==> src/rtl/reg_writeback.sv <==
// Register-file writer: merges ALU and load results into an in-order FIFO and
// retires one registered write per cycle, with per-source pending flags for decode.
module reg_writeback #(
    parameter int DEPTH = 4
) (
    input  logic                       clk,
    input  logic                       rst,
    input  logic                       alu_valid,
    input  logic [4:0]                 alu_rd,
    input  logic [31:0]                alu_data,
    output logic                       alu_ready,
    input  logic                       mem_valid,
    input  logic [4:0]                 mem_rd,
    input  logic [31:0]                mem_data,
    output logic                       mem_ready,
    output logic                       reg_we,
    output logic [4:0]                 dstreg_num,
    output logic [31:0]                write_value,
    input  logic [4:0]                 chk_rs1,
    input  logic [4:0]                 chk_rs2,
    output logic                       rs1_pending,
    output logic                       rs2_pending,
    output logic [$clog2(DEPTH):0]     occupancy
);
    localparam int PW = $clog2(DEPTH);
    localparam int OW = PW + 1;

    logic [PW-1:0] wr_ptr;
    logic [PW-1:0] rd_ptr;
    logic [4:0]    rd_q   [DEPTH];
    logic [31:0]   data_q [DEPTH];

    logic          mem_en;
    logic          alu_en;
    logic          pop;
    logic [PW-1:0] alu_slot;

    // Ready depends only on registered occupancy, so a same-cycle pop never raises it.
    assign mem_ready = occupancy <= OW'(DEPTH - 1);
    assign alu_ready = occupancy <= OW'(DEPTH - 2);

    // rd==0 results complete the handshake but are never queued.
    assign mem_en   = mem_valid & mem_ready & (mem_rd != '0);
    assign alu_en   = alu_valid & alu_ready & (alu_rd != '0);
    assign pop      = occupancy != '0;
    assign alu_slot = wr_ptr + PW'(mem_en);

    always_ff @(posedge clk) begin
        if (rst) begin
            wr_ptr      <= '0;
            rd_ptr      <= '0;
            occupancy   <= '0;
            reg_we      <= 1'b0;
            dstreg_num  <= '0;
            write_value <= '0;
        end else begin
            wr_ptr    <= wr_ptr + PW'(mem_en) + PW'(alu_en);
            rd_ptr    <= rd_ptr + PW'(pop);
            occupancy <= occupancy + OW'(mem_en) + OW'(alu_en) - OW'(pop);
            reg_we    <= pop;
            if (pop) begin
                dstreg_num  <= rd_q[rd_ptr];
                write_value <= data_q[rd_ptr];
            end
        end
    end

    // Load is the older instruction, so it takes the first free slot.
    always_ff @(posedge clk) begin
        if (mem_en) begin
            rd_q[wr_ptr]   <= mem_rd;
            data_q[wr_ptr] <= mem_data;
        end
        if (alu_en) begin
            rd_q[alu_slot]   <= alu_rd;
            data_q[alu_slot] <= alu_data;
        end
    end

    always_comb begin
        logic [PW-1:0] off;
        logic          live;
        logic          hit1;
        logic          hit2;
        off  = '0;
        live = 1'b0;
        hit1 = reg_we && (dstreg_num == chk_rs1);
        hit2 = reg_we && (dstreg_num == chk_rs2);
        // An entry is live when its distance from the head is below the count.
        for (int unsigned i = 0; i < DEPTH; i++) begin
            off  = PW'(i) - rd_ptr;
            live = OW'(off) < occupancy;
            if (live && (rd_q[i] == chk_rs1)) hit1 = 1'b1;
            if (live && (rd_q[i] == chk_rs2)) hit2 = 1'b1;
        end
        rs1_pending = hit1 && (chk_rs1 != '0);
        rs2_pending = hit2 && (chk_rs2 != '0);
    end

endmodule
==> config.mk <==
export PLATFORM = sky130hd
export DESIGN_NAME = reg_writeback
export DESIGN_NICKNAME = d
export VERILOG_FILES = /design/src/rtl/reg_writeback.sv
export SDC_FILE = /design/constraint.sdc
export NUM_CORES = 1
export LEC_CHECK = 0
export BUFFER_PORTS_ARGS = -buffer_cell sky130_fd_sc_hd__buf_4
export CORE_ASPECT_RATIO = 0.7
export CORE_UTILIZATION = 63
export CTS_BUF_LIST = sky130_fd_sc_hd__clkbuf_16
export DETAILED_ROUTE_END_ITERATION = 7
export PLACE_DENSITY = 0.91
export SYNTH_ARGS = -nofsm -noshare
export SYNTH_HDL_FRONTEND = slang
export SYNTH_SLANG_ARGS = --single-unit
==> constraint.sdc <==
create_clock -name clk -period 7.9 [get_ports clk]
set_clock_uncertainty 0.2 [all_clocks]
set_input_delay 1.58 -clock clk [delete_from_list [all_inputs] [get_ports clk]]
set_output_delay 1.58 -clock clk [all_outputs]
set_load 0.02 [all_outputs]
==> results by group <==
Timing
  • Setup TNS: 0 ns
  • RSZ-0062 raised after global routing: false
  • Worst setup margin: 2.65 ns
  • Peak Freq: 191 MHz
  • Slew headroom: 0.161
  • Pins Over Slew Limit: 0
  • Final period util: 0.664
  • Hold Vio Cnt, Final: 0
  • # setup viols final: 0
  • Worst Max-Slew Pin Slew: 1.26 ns
  • Final min period: 5.25 ns

Die
  • Cell Rows: 37
  • Die ar.: roughly 16000 um^2
  • Initial Util: 0.655
  • CORE AREA: 15000 um^2
  • Die H: 106 um
  • Width of the die: 151 um
  • # IOs: 133

Logic synthesis
  • Number of synthesized flops with an enable pin: 148
  • Register area share after synthesis: 0.546
  • Netlist cell types: 40
  • Yosys reg bits: 193
  • Ys Warns: 0
  • Syn_nets: 785
  • Syn avg cell area: around 14 um^2
  • Most common flop cell mapped by yosys: edfxtp_1
  • Syn Std Cell Area: 9800 um^2
  • FFs w/ async S/R, synth: 0
  • Mapped Cells: 685

Critical path
  • Worst R2R Setup Slack: 3.27 ns
  • Setup crit start kind: flop
  • Critical Path AT: 3.47 ns
  • CP Cell Sequence: xnor2_1 > ha_1 > nor2b_1 > a22o_1 > or4_1 > o211ai_1 > o22a_1 > buf_4
  • Reg2Reg Capture Point: data_q[3][19]$_DFFE_PP_
  • Critical path peak fanout: 41
  • Largest stage delay, worst path: 1.17 ns
  • R2r worst-path depth: 9
  • WP data required: around 6 ns
  • Setup Crit Path Kind: flop to primary output
  • Crit-path slowest cell: dfxtp_2
  • Critical path endpoint category: primary output
  • R2r startpoint: occupancy[2]$_SDFF_PP0_

Placement
  • DPL Wire Length: 14.3 mm
  • GP Congestion: between 0.8 and 0.9
  • Port bufs: around 130
  • Place WS: between 2 and 2.5 ns

Global routing
  • Largest net degree at the start of global routing: 46
  • Total GRT Usage: 0.306
  • Vias in the first global route: 6551
  • First-pass GRT wire length: 35.9 mm
  • GRT overflow: 0
  • Number of antenna violations at the first check in global routing: 0

Cells and area
  • Fill count: between 900 and 1000
  • Layout cells sized above 1: 0.342
  • Layout overhead on the synthesized area: 16.5%
  • Nets: around 890
  • N_diodes: 0

Drt
  • Total wire length: 23.3 mm
  • Routed WL per cell: between 20 and 25 um
  • Vias per inst: 6.35
  • Drt drc: 0
  • First-pass DRT Iterations: 5
  • Final antenna-violating net count: 0
  • Via count: 6346
  • Initial DRC count: between 600 and 700

Hold path
  • Min-Delay Path Class: flop to flop
  • Hold path cells: 2
  • Hold Crit Endpoint: write_value[6]$_SDFFE_PP0N_
  • Min-delay src: write_value[6]$_SDFFE_PP0N_

Power and ir drop
  • Pwr Density: 375 nW/um^2
  • Max VDD drop: 0.220 mV
  • P_leak: 4.23 nW

Clocking
  • CTS tree: done
  • H-tree depth: 4
  • # hold bufs at CTS: 0
  • Clock net sink count: just under 200
  • Clock Tree Root: clkbuf_16
  • Post-CTS sizing: 0
  • Postcts setup bufs: 0
  • CTS clock-pin slew for the worst setup and hold paths: around 0.070 ns
  • Num CTS Buffers: 17
  • Worst skew pair latency: 0.44 ns
  • Clock buffer depth: 2

Run status
  • Status: complete, no violations

Run
  • Max-cap violations: 0
## per-layer routing
metal | vias up | GRT usage | wire length [um]
met5 | - | 0 | 0
met1 | 3175 | 0.400 | 9130
met4 | 0 | 0.121 | 521
li1 | 2760 | - | -
met3 | 51 | 0.0592 | 2100
met2 | 360 | 0.506 | 11600
## stage by stage
step | hold WS (ns) | util | power (mW) | instance area, um^2 | instances
after CTS | 0.255 | 0.763 | 4.29 | 11400 | 999
after global routing | 0.270 | 0.763 | 4.47 | 11400 | 999
after floorplan | 0.330 | - | 2.86 | 9800 | 685
final | 0.253 | 0.763 | 4.29 | 11400 | 999
after global placement | 0.241 | 0.724 | 3.35 | 10800 | 967
after detailed placement | 0.247 | 0.724 | 3.42 | 10800 | 967
## cells in the mapped netlist (9+ instances only)
cell,count,share of area
edfxtp_1,148,0.45
xor2_1,30,0.027
ha_1,10,0.013
dfxtp_1,45,0.092
buf_6,9,0.010
mux2_4,29,0.044
mux2_1,88,0.10
mux2_2,31,0.036
mux4_2,37,0.085
xnor2_1,26,0.023
nor2_1,10,0.0038
nand2_1,79,0.030
clkbuf_1,28,0.011
a21oi_1,41,0.021
nor3_1,9,0.0046
inv_1,12,0.0046
## cell usage in the layout, fill, tap and decap left out, types with 26 or more instances in the layout
cell type / synthesis / routed
xnor2_1: 26 / 26
mux4_2: 37 / 37
mux2_1: 88 / 88
a21oi_1: 41 / 41
edfxtp_1: 148 / 148
buf_4: 3 / 137
nand2_1: 79 / 76
mux2_2: 31 / 31
dfxtp_1: 45 / 43
mux2_4: 29 / 29
xor2_1: 30 / 30
## registers in the layout, summed over array words and instances, names as in the netlist
| signal | cells |
|---|---|
| occupancy | 3 |
| rd_q | 20 |
| reg_we | 1 |
| dstreg_num | 5 |
| wr_ptr | 2 |
| data_q | 128 |
| rd_ptr | 2 |
| write_value | 32 |
## where the power goes
part           internal, mW  switching [mW]
Sequential             1.51           0.256
Clock                 0.492           0.369
Combinational         0.756           0.905
Total                  2.76            1.53
## logic make-up (layout without fill, tap and decap cells)
family          count (synthesis)  count (layout)  share of synthesized area
mux                           185             185                      0.266
simple gates                  123             123                     0.0552
flops                         193             193                      0.546
fa+ha+maj                      12              12                     0.0169
xor+xnor                       56              56                     0.0501
buf+inv                        62             181                     0.0328
compound gates                 54              54                     0.0331
## worst max-delay path, delay by kind of cell, from the launching register on
family	cells	cell delay, ns
buf+inv	1	0.14
simple gates	2	0.67
xor+xnor	1	0.22
flops	1	1.17
compound gates	3	0.51
fa+ha+maj	1	0.33
## how the worst max path moves through the flow
| stage | startpoint | to | slack (ns) | depth (start not counted) |
|---|---|---|---|---|
| floorplan | mem_rd[1] | data_q[1][0]$_DFFE_PP_ | 2.59 | 4 |
| global placement | mem_rd[1] | data_q[3][27]$_DFFE_PP_ | 2.62 | 10 |
| detailed placement | mem_rd[1] | data_q[3][18]$_DFFE_PP_ | 2.49 | 9 |
| CTS | rd_ptr[1]$_SDFF_PP0_ | rs2_pending | 2.69 | 8 |
| global route | rd_ptr[1]$_SDFF_PP0_ | rs2_pending | 2.54 | 8 |
| finish | rd_ptr[1]$_SDFF_PP0_ | rs2_pending | 2.65 | 8 |
## layout make-up
cell class,count,area [um^2],share of cell area
Multi-Input combinational cell,430,4170,0.365
Clock buffer,17,425,0.0373
Timing Repair Buffer,137,1030,0.0901
Tap cell,195,244,0.0214
Sequential cell,193,5350,0.469
Clock inverter,15,156,0.0137
Inverter,12,45.0,0.00395
Power figures use the tool's default switching activity.
